**config.mk**
```make
export PLATFORM = sky130hd
export DESIGN_NAME = cpx2real
export DESIGN_NICKNAME = d
export VERILOG_FILES = /design/src/rtl/cpx2real.sv
export SDC_FILE = /design/constraint.sdc
export NUM_CORES = 1
export LEC_CHECK = 0
export CORE_UTILIZATION = 53
export DETAILED_ROUTE_END_ITERATION = 12
export GPL_TIMING_DRIVEN = 0
export PLACE_DENSITY = 0.77
export SETUP_SLACK_MARGIN = 0.4
export SYNTH_ARGS = -nofsm -noshare
export SYNTH_HDL_FRONTEND = slang
export SYNTH_SLANG_ARGS = --single-unit
export TNS_END_PERCENT = 1
```
**constraint.sdc**
```tcl
create_clock -name clock -period 2.3 [get_ports clock]
set_input_delay 0.46 -clock clock [delete_from_list [all_inputs] [get_ports clock]]
set_output_delay 0.46 -clock clock [all_outputs]
set_load 0.1 [all_outputs]
```
**src/rtl/cpx2real.sv**
```systemverilog
// Complex-to-real quadrature upconverter: fs/4 LO mixing (1,0,-1,0), serial shift-add gain,
// round-half-up and saturation to a 12-bit real output, one sample per CADENCE clocks.
module cpx2real #(
  parameter int CADENCE = 20,
  parameter int IN_W    = 13,
  parameter int OUT_W   = 12,
  parameter int GAIN_W  = 10
) (
  input  logic                     clock,
  input  logic                     reset,
  input  logic                     EN,
  input  logic signed [IN_W-1:0]   Re,
  input  logic signed [IN_W-1:0]   Im,
  input  logic        [GAIN_W-1:0] gain,
  output logic signed [OUT_W-1:0]  OUT,
  output logic                     valid,
  output logic                     sat
);

  localparam int CNT_W  = $clog2(CADENCE);
  localparam int BIT_W  = $clog2(GAIN_W + 1);
  localparam int X_W    = IN_W + 1;
  localparam int ACC_W  = IN_W + GAIN_W + 1;
  localparam int ACCR_W = ACC_W + 1;

  localparam logic signed [ACCR_W-1:0] RND_HALF = ACCR_W'(2 ** (GAIN_W - 2));
  localparam logic signed [ACCR_W-1:0] OUT_MAX  = ACCR_W'(2 ** (OUT_W - 1) - 1);
  localparam logic signed [ACCR_W-1:0] OUT_MIN  = -ACCR_W'(2 ** (OUT_W - 1));

  // A new tick must never arrive while the multiplier is still busy.
  if (GAIN_W + 2 >= CADENCE) begin : g_bad_cadence
    $error("cpx2real: CADENCE must exceed GAIN_W+2");
  end

  typedef enum logic [1:0] {S_IDLE, S_MUL, S_ROUND, S_EMIT} state_t;

  state_t                    r_state;
  logic [CNT_W-1:0]          r_cnt;
  logic [1:0]                r_phase;
  logic [GAIN_W-1:0]         r_gain;
  logic [BIT_W-1:0]          r_bit;
  logic signed [ACC_W-1:0]   r_x;
  logic signed [ACC_W-1:0]   r_acc;
  logic signed [OUT_W-1:0]   r_res;
  logic                      r_res_sat;
  logic signed [OUT_W-1:0]   r_out;
  logic                      r_valid;
  logic                      r_sat;

  logic                      w_tick;
  logic signed [X_W-1:0]     w_re_ext;
  logic signed [X_W-1:0]     w_im_ext;
  logic signed [X_W-1:0]     w_x;
  logic signed [ACCR_W-1:0]  w_acc_rnd;
  logic signed [ACCR_W-1:0]  w_r;
  logic signed [OUT_W-1:0]   w_clip;
  logic                      w_clip_sat;

  assign w_tick   = EN && (r_cnt == '0);
  assign w_re_ext = {Re[IN_W-1], Re};
  assign w_im_ext = {Im[IN_W-1], Im};

  // Negation happens one bit wider than the input so -(-2^(IN_W-1)) stays positive.
  always_comb begin
    w_x = w_re_ext;
    case (r_phase)
      2'd0: w_x = w_re_ext;
      2'd1: w_x = -w_im_ext;
      2'd2: w_x = -w_re_ext;
      2'd3: w_x = w_im_ext;
      default: w_x = w_re_ext;
    endcase
  end

  assign w_acc_rnd = {r_acc[ACC_W-1], r_acc} + RND_HALF;
  assign w_r       = w_acc_rnd >>> (GAIN_W - 1);

  always_comb begin
    w_clip     = w_r[OUT_W-1:0];
    w_clip_sat = 1'b0;
    if (w_r > OUT_MAX) begin
      w_clip     = OUT_MAX[OUT_W-1:0];
      w_clip_sat = 1'b1;
    end else if (w_r < OUT_MIN) begin
      w_clip     = OUT_MIN[OUT_W-1:0];
      w_clip_sat = 1'b1;
    end
  end

  always_ff @(posedge clock or negedge reset) begin
    if (!reset) begin
      r_state   <= S_IDLE;
      r_cnt     <= CNT_W'(CADENCE - 1);
      r_phase   <= 2'd0;
      r_gain    <= '0;
      r_bit     <= '0;
      r_x       <= '0;
      r_acc     <= '0;
      r_res     <= '0;
      r_res_sat <= 1'b0;
      r_out     <= '0;
      r_valid   <= 1'b0;
      r_sat     <= 1'b0;
    end else begin
      r_valid <= 1'b0;
      r_sat   <= 1'b0;

      if (EN) begin
        if (r_cnt == '0) begin
          r_cnt   <= CNT_W'(CADENCE - 1);
          r_phase <= r_phase + 2'd1;
        end else begin
          r_cnt <= r_cnt - 1'b1;
        end
      end

      case (r_state)
        S_IDLE: begin
          if (w_tick) begin
            r_gain  <= gain;
            r_x     <= {{(ACC_W - X_W){w_x[X_W-1]}}, w_x};
            r_acc   <= '0;
            r_bit   <= '0;
            r_state <= S_MUL;
          end
        end
        // LSB-first shift-add: the multiplicand doubles as the gain shifts down.
        S_MUL: begin
          if (r_gain[0]) begin
            r_acc <= r_acc + r_x;
          end
          r_x    <= r_x <<< 1;
          r_gain <= r_gain >> 1;
          r_bit  <= r_bit + 1'b1;
          if (r_bit == BIT_W'(GAIN_W - 1)) begin
            r_state <= S_ROUND;
          end
        end
        S_ROUND: begin
          r_res     <= w_clip;
          r_res_sat <= w_clip_sat;
          r_state   <= S_EMIT;
        end
        S_EMIT: begin
          r_out   <= r_res;
          r_valid <= 1'b1;
          r_sat   <= r_res_sat;
          r_state <= S_IDLE;
        end
        default: r_state <= S_IDLE;
      endcase
    end
  end

  assign OUT   = r_out;
  assign valid = r_valid;
  assign sat   = r_sat;

endmodule

```
# [After elaboration in Yosys (flattened, before gate mapping)]
# Index checks and enable logic that the tools add are counted.
# W data, S select, Z words.
[totals] ff_bits=98 in_bits=39 wordCells=60
[op_classes] addsub=7 magnitude_cmp=2 eq_ne=10 n_mux=20 reduce_logical=9
[op_table] operator="$pmux W24 S2" n=2
[op_table] operator="$mux W24" n=3
[op_table] operator="$pmux W14 S4" n=1
[op_table] operator="$neg A13 Y14" n=2
[op_table] operator="$add A24 B10 Y25 const B" n=1
[op_table] operator="$add A24 B24 Y24" n=1
[op_table] operator="$mux W12" n=2
[op_table] operator="$pmux W10 S2" n=1
[op_table] operator="$gt A16 B12 Y1 const B" n=1
[op_table] operator="$lt A16 B12 Y1 const B" n=1
[op_table] operator="$mux W10" n=1
[op_table] operator="$eq A2 B2 Y1 const B" n=4
[op_table] operator="$pmux W2 S4" n=1
[op_table] operator="$pmux W4 S2" n=1
[op_table] operator="$ne A2 B2 Y1 const B" n=3
[op_table] operator="$reduce_and A2 Y1" n=3
[op_table] operator="$logic_not A5 Y1" n=1
[op_table] operator="$mux W5" n=1
[op_table] operator="$sub A5 B1 Y5 const B" n=1
[op_table] operator="$add A4 B1 Y4 const B" n=1
[op_table] operator="$eq A2 B1 Y1 const B" n=2
[op_table] operator="$eq A4 B4 Y1 const B" n=1
[op_table] operator="$logic_not A2 Y1" n=2
[op_table] operator="$mux W1" n=4
[op_table] operator="6 further kinds" n=7

# [Longest topological paths before layout]
[depth] depth_word=4 mapped_depth=10

# [Least setup slack after synthesis]
# OpenSTA, ideal clock, no wires.
[synth_path] path_type="register to register" start="register r_acc[8]" end="register r_res[10]" setup_ps=126 arrival_time_ps=2389 path_slack_ps=-215 stages_incl_launch_ff=10 path_buffers=1 path_cell_list="dfrtp_1 ha_1 nand3_1 nor4b_2 mux2_2 o21ai_0 a31oi_1 and2_1 buf_2 a311o_1"
[synth_via] elab_chain_cells=4 word_cells_on_any_way=5 classes_between="add/sub (1); order compare (2); mux (2)"
[synth_lines] element="start: declaration" line_no="43" source="logic signed [ACC_W-1:0] r_acc;"
[synth_lines] element="start signal: assignment" line_no="130" source="r_acc <= r_acc + r_x;"
[synth_lines] element="$add A24 B10 Y25 (*)" line_no="75" source="assign w_acc_rnd = {r_acc[ACC_W-1], r_acc} + RND_HALF;"
[synth_lines] element="$lt A16 B12 Y1" line_no="84" source="end else if (w_r < OUT_MIN) begin"
[synth_lines] element="$mux W12" line_no="84"
[synth_lines] element="$mux W12 (*)" line_no="81" source="if (w_r > OUT_MAX) begin"
[synth_lines] element="end signal: assignment" line_no="140" source="r_res <= w_clip;"
[synth_lines] element="end: declaration" line_no="44" source="logic signed [OUT_W-1:0] r_res;"
# Mark *: on every way between the ends. The rest lies on a longest branch, timed or not.
# A chain may end at the register's enable or synchronous reset.

# [Final worst setup path]
[layout_path] start="input port Im[2]" end="register r_x[13]"
[layout_via] elab_chain_cells=4
[layout_lines] element="start: declaration" line_no="13" source="input logic signed [IN_W-1:0] Im,"
[layout_lines] element="$neg A13 Y14" line_no="68" source="2'd1: w_x = -w_im_ext;"
[layout_lines] element="$pmux W14 S4" line_no="66" source="case (r_phase)"
[layout_lines] element="$mux W24" line_no="119" source="if (w_tick) begin"
[layout_lines] element="$pmux W24 S2" line_no="117" source="case (r_state)"
[layout_lines] element="end signal: assignment" line_no="121" source="r_x <= {{(ACC_W - X_W){w_x[X_W-1]}}, w_x};"
[layout_lines] element="end signal: assignment" line_no="132" source="r_x <= r_x <<< 1;"
[layout_lines] element="end: declaration" line_no="42" source="logic signed [ACC_W-1:0] r_x;"
# No other way between the ends. The select of a mux whose other input is x is not followed.

==> metrics.csv <==
stage,metric,value,unit
drt,vias,5731,
die,die-area,0.01242,mm²
timing,slew_headroom,0.6253,
cts,insertion_delay,0.35,ns
timing,setup_viol,23,
layout,final_util,0.6853,
worst_setup_path,r2r_slack,-0.12,ns
placed_design,dp_worst_setup_slack,-0.8774,ns
run_status,status,"finished, violations left",
synthesis,syn_inst,700,
worst_setup_path,r2r-end,r_acc[18]$_DFFE_PN0P_,
worst_setup_path,slowest_delay,0.51,ns
power_and_ir_drop,p_int,6.329,mW
layout,drive_gt1_frac,0.2183,
power_and_ir_drop,finalPower,12.31,mW
power_and_ir_drop,vdd_drop_max,628.9,µV
power_and_ir_drop,power_frac_clock,0.123,
die,die_width,111.4,µm
power_and_ir_drop,p_leak,3.378,nW
power_and_ir_drop,p_comb_frac,0.614,
worst_setup_path,reg2reg_depth,9,
power_and_ir_drop,power.switching,5.984,mW
worst_setup_path,cp_slowest_cell,or4_4,
layout,final_cells,931,
drt,drc_errors,9,
drt,ant_nets,0,
worst_setup_path,path_cells,buf_8 > or3_4 > or3_4 > or4_4 > o21ai_2 > o311ai_2 > a21oi_2 > buf_6 > a21oi_2,
timing,worst_pin_slew,0.5620,ns
worst_setup_path,cp-endpoint,r_x[13]$_DFFE_PN0P_,
global_route,antenna_found_initial,0,
run_status,violations,"DRC, setup timing",
timing,period_share,1.068,
worst_setup_path,startpoint_type,input port,
placed_design,gp_congestion,0.9156,
cts,cts_num_sinks,98,
timing,fin_crit,2.457,ns
worst_setup_path,worst_setup_path_startpoint,Im[2],
synthesis,synth_edf_count,0,
cts,cts.reportedPaths.clkPinSlew,0.07,ns
power_and_ir_drop,powerDensity,1554,mW/mm²
timing,hold_violations,0,
synthesis,netlist_area,0.006347,mm²
cts,h-tree-depth,3,
global_route,grt_first_pass_wirelength,27560,µm
layout,fill_cells,900,
worst_setup_path,critPathKind,input port to flop,
timing,clock.fmax,406.9,MHz
drt,wl_per_cell,17.83,µm
global_route,grt_pass1_vias,5687,
drt,drt_iter0_markers,476,
layout,multiInputGateArea,0.004020,mm²
synthesis,synthArstFlopShare,1.000,
layout,area_growth_syn_to_layout,24.86,%
die,die_y,111.4,µm
synthesis,ys_seq_area_frac,0.3870,
worst_setup_path,crit_fanout,5,
die,io_pins,53,
drt,vias_per_cell,6.156,
worst_setup_path,cp-end-kind,flop,
synthesis,synth_warnings,0,
timing,rsz0062_at_grt,true,
global_route,grt_use_total,0.2781,
synthesis,syn_nets,778,
global_route,grt_max_degree,57,
timing,drv_slew,0,
layout,num-nets-final,861,
drt,dr.pass1.iters,9,
die,rows,39,
timing,finalSetupTns,-2.196,ns
cts,cts_tree,yes,
layout,register_area,0.002462,mm²
layout,final_common_cell,nand2_1,
drt,wirelength,16600,µm
job,cap_viol_max_count,0,
global_route,overflow,0,
power_and_ir_drop,p_seq_frac,0.263,
worst_setup_path,reg2reg_from,r_x[0]$_DFFE_PN0P_,
synthesis,synth_seq_cells,98,
timing,skew,0.007633,ns
worst_setup_path,crit_required,2.54,ns
cts,numCtsBuffers,9,
synthesis,synth_ff_type,dfrtp_1,
synthesis,synth_cell_types,73,
layout,final_cell_mix,"94 x nand2_1, 90 x dfrtp_1, 54 x o21ai_0, 48 x nor2_1",
cts,cts_buffer_depth,2,
synthesis,syn_avg_cell_area,9.068,µm²
layout,antenna_cells,0,
worst_setup_path,arrival,2.69,ns
hold_path,min_path_type,input port to async pin,
cts,cts_root_buffer,clkbuf_16,
power_and_ir_drop,sw_frac_of_total,0.4860,
placed_design,place_inst,896,
timing,setup_ws,-0.1574,ns
placed_design,io_buffers,52,
die,fp.coreArea,0.01156,mm²
die,initial_core_util,0.5488,
cts,ctsHoldBuffers,0,
placed_design,hpwlAfterDp,12030,µm
[how the worst min path moves through the flow]
stage / slack, ns / start / depth (start not counted) / end
after floorplan: 0.16 / reset / 0 / OUT[0]$_DFFE_PN0P_
after global placement: 0.46 / r_acc[2]$_DFFE_PN0P_ / 2 / r_acc[2]$_DFFE_PN0P_
after detailed placement: 0.48 / r_gain[5]$_DFFE_PN0P_ / 2 / r_gain[5]$_DFFE_PN0P_
after CTS: 0.12 / reset / 1 / r_state[0]$_DFFE_PN0P_
after global routing: 0.15 / reset / 1 / r_res[0]$_DFFE_PN0P_
final: 0.10 / reset / 1 / OUT[0]$_DFFE_PN0P_
[through the flow]
step	instance area, µm²	hold WS, ns
floorplan	6356	0.1644
finish	7925	0.1021
CTS	7816	0.1218
detailed placement	7081	0.4768
global route	7925	0.1525
global placement	7056	0.4642
[synthesized netlist by cell type, types with 3 or more instances]
master | count | area (µm²)
a211oi_1 | 4 | 30.03
a21boi_0 | 4 | 30.03
a21o_1 | 11 | 82.58
a21oi_1 | 33 | 165.2
a21oi_2 | 11 | 96.34
a22o_1 | 4 | 35.03
a311o_1 | 11 | 110.1
a31o_2 | 3 | 26.28
a31oi_1 | 11 | 68.82
and2_1 | 5 | 31.28
and3_1 | 5 | 31.28
and4_1 | 5 | 43.79
clkbuf_1 | 22 | 82.58
dfrtp_1 | 95 | 2377
dfstp_2 | 3 | 78.83
ha_1 | 38 | 475.5
inv_1 | 24 | 90.09
mux2_2 | 16 | 180.2
mux2i_1 | 12 | 120.1
nand2_1 | 99 | 371.6
nand2b_1 | 3 | 18.77
nand3_1 | 11 | 55.05
nand3b_1 | 3 | 22.52
nand4_1 | 7 | 43.79
nor2_1 | 48 | 180.2
nor2b_1 | 12 | 75.07
nor3_1 | 17 | 85.08
o211ai_1 | 3 | 22.52
o21a_1 | 6 | 45.04
o21ai_0 | 63 | 315.3
o21ai_1 | 3 | 15.01
o22ai_1 | 10 | 62.56
o31ai_1 | 5 | 37.54
or4_4 | 3 | 33.78
xnor2_1 | 21 | 183.9
xor2_1 | 18 | 157.7
[area by class of cell]
type | count | area share
inverter | 24 | 0.01168
sequential | 98 | 0.3107
buffer | 27 | 0.02210
timing repair buffer | 72 | 0.08794
clock buffer | 12 | 0.03363
multi-input combinational | 551 | 0.5073
tap | 143 | 0.02258
clock inverter | 4 | 0.004105
[sequential cells by signal (all words and copies together), names as in the netlist]
| register | cells |
|---|---|
| OUT | 12 |
| r_acc | 24 |
| r_bit | 4 |
| r_cnt | 5 |
| r_gain | 10 |
| r_phase | 2 |
| r_res | 12 |
| r_res_sat | 1 |
| r_state | 2 |
| r_x | 24 |
| sat | 1 |
| valid | 1 |
[layer usage]
layer  track usage  vias up  part of all wire
met5             0        -                 0
met4       0.09640        0             0.018
met3       0.03430       26             0.044
met2        0.4817      160              0.49
met1        0.3599     2822              0.45
li1              -     2723                 -
[power groups by stage]
stage	combinational [mW]	clock (mW)	sequential, mW
detailed placement	6.70	0	3.22
floorplan	4.36	0	3.86
finish	7.56	1.51	3.24
global route	8.26	1.59	3.33
global placement	6.53	0	3.17
CTS	7.29	1.52	3.21
[cells by family after synthesis]
logic type	after synthesis	share of synthesized area
xor gates and xnor gates	39	0.05381
buffers and inverters	51	0.03174
DFF	98	0.3870
and+or+nand+nor	235	0.1825
adders and majority gates	39	0.07806
muxes	28	0.04731
AOI/OAI and AO/OA	210	0.2196
[repair_timing]
action | CTS | global route
setup buffers | 13 | 5
cloned | 1 | 0
pin swaps | 31 | 23
gates resized for setup | 168 | 32
setup endpoints to repair | 90 | 74
[critical path: cells and delay by family]
family / cells / cell delay (ns)
AOI/OAI and AO/OA: 4 / 0.66
and+or+nand+nor: 3 / 1.30
buffers and inverters: 2 / 0.29
Power figures use the tool's default switching activity.
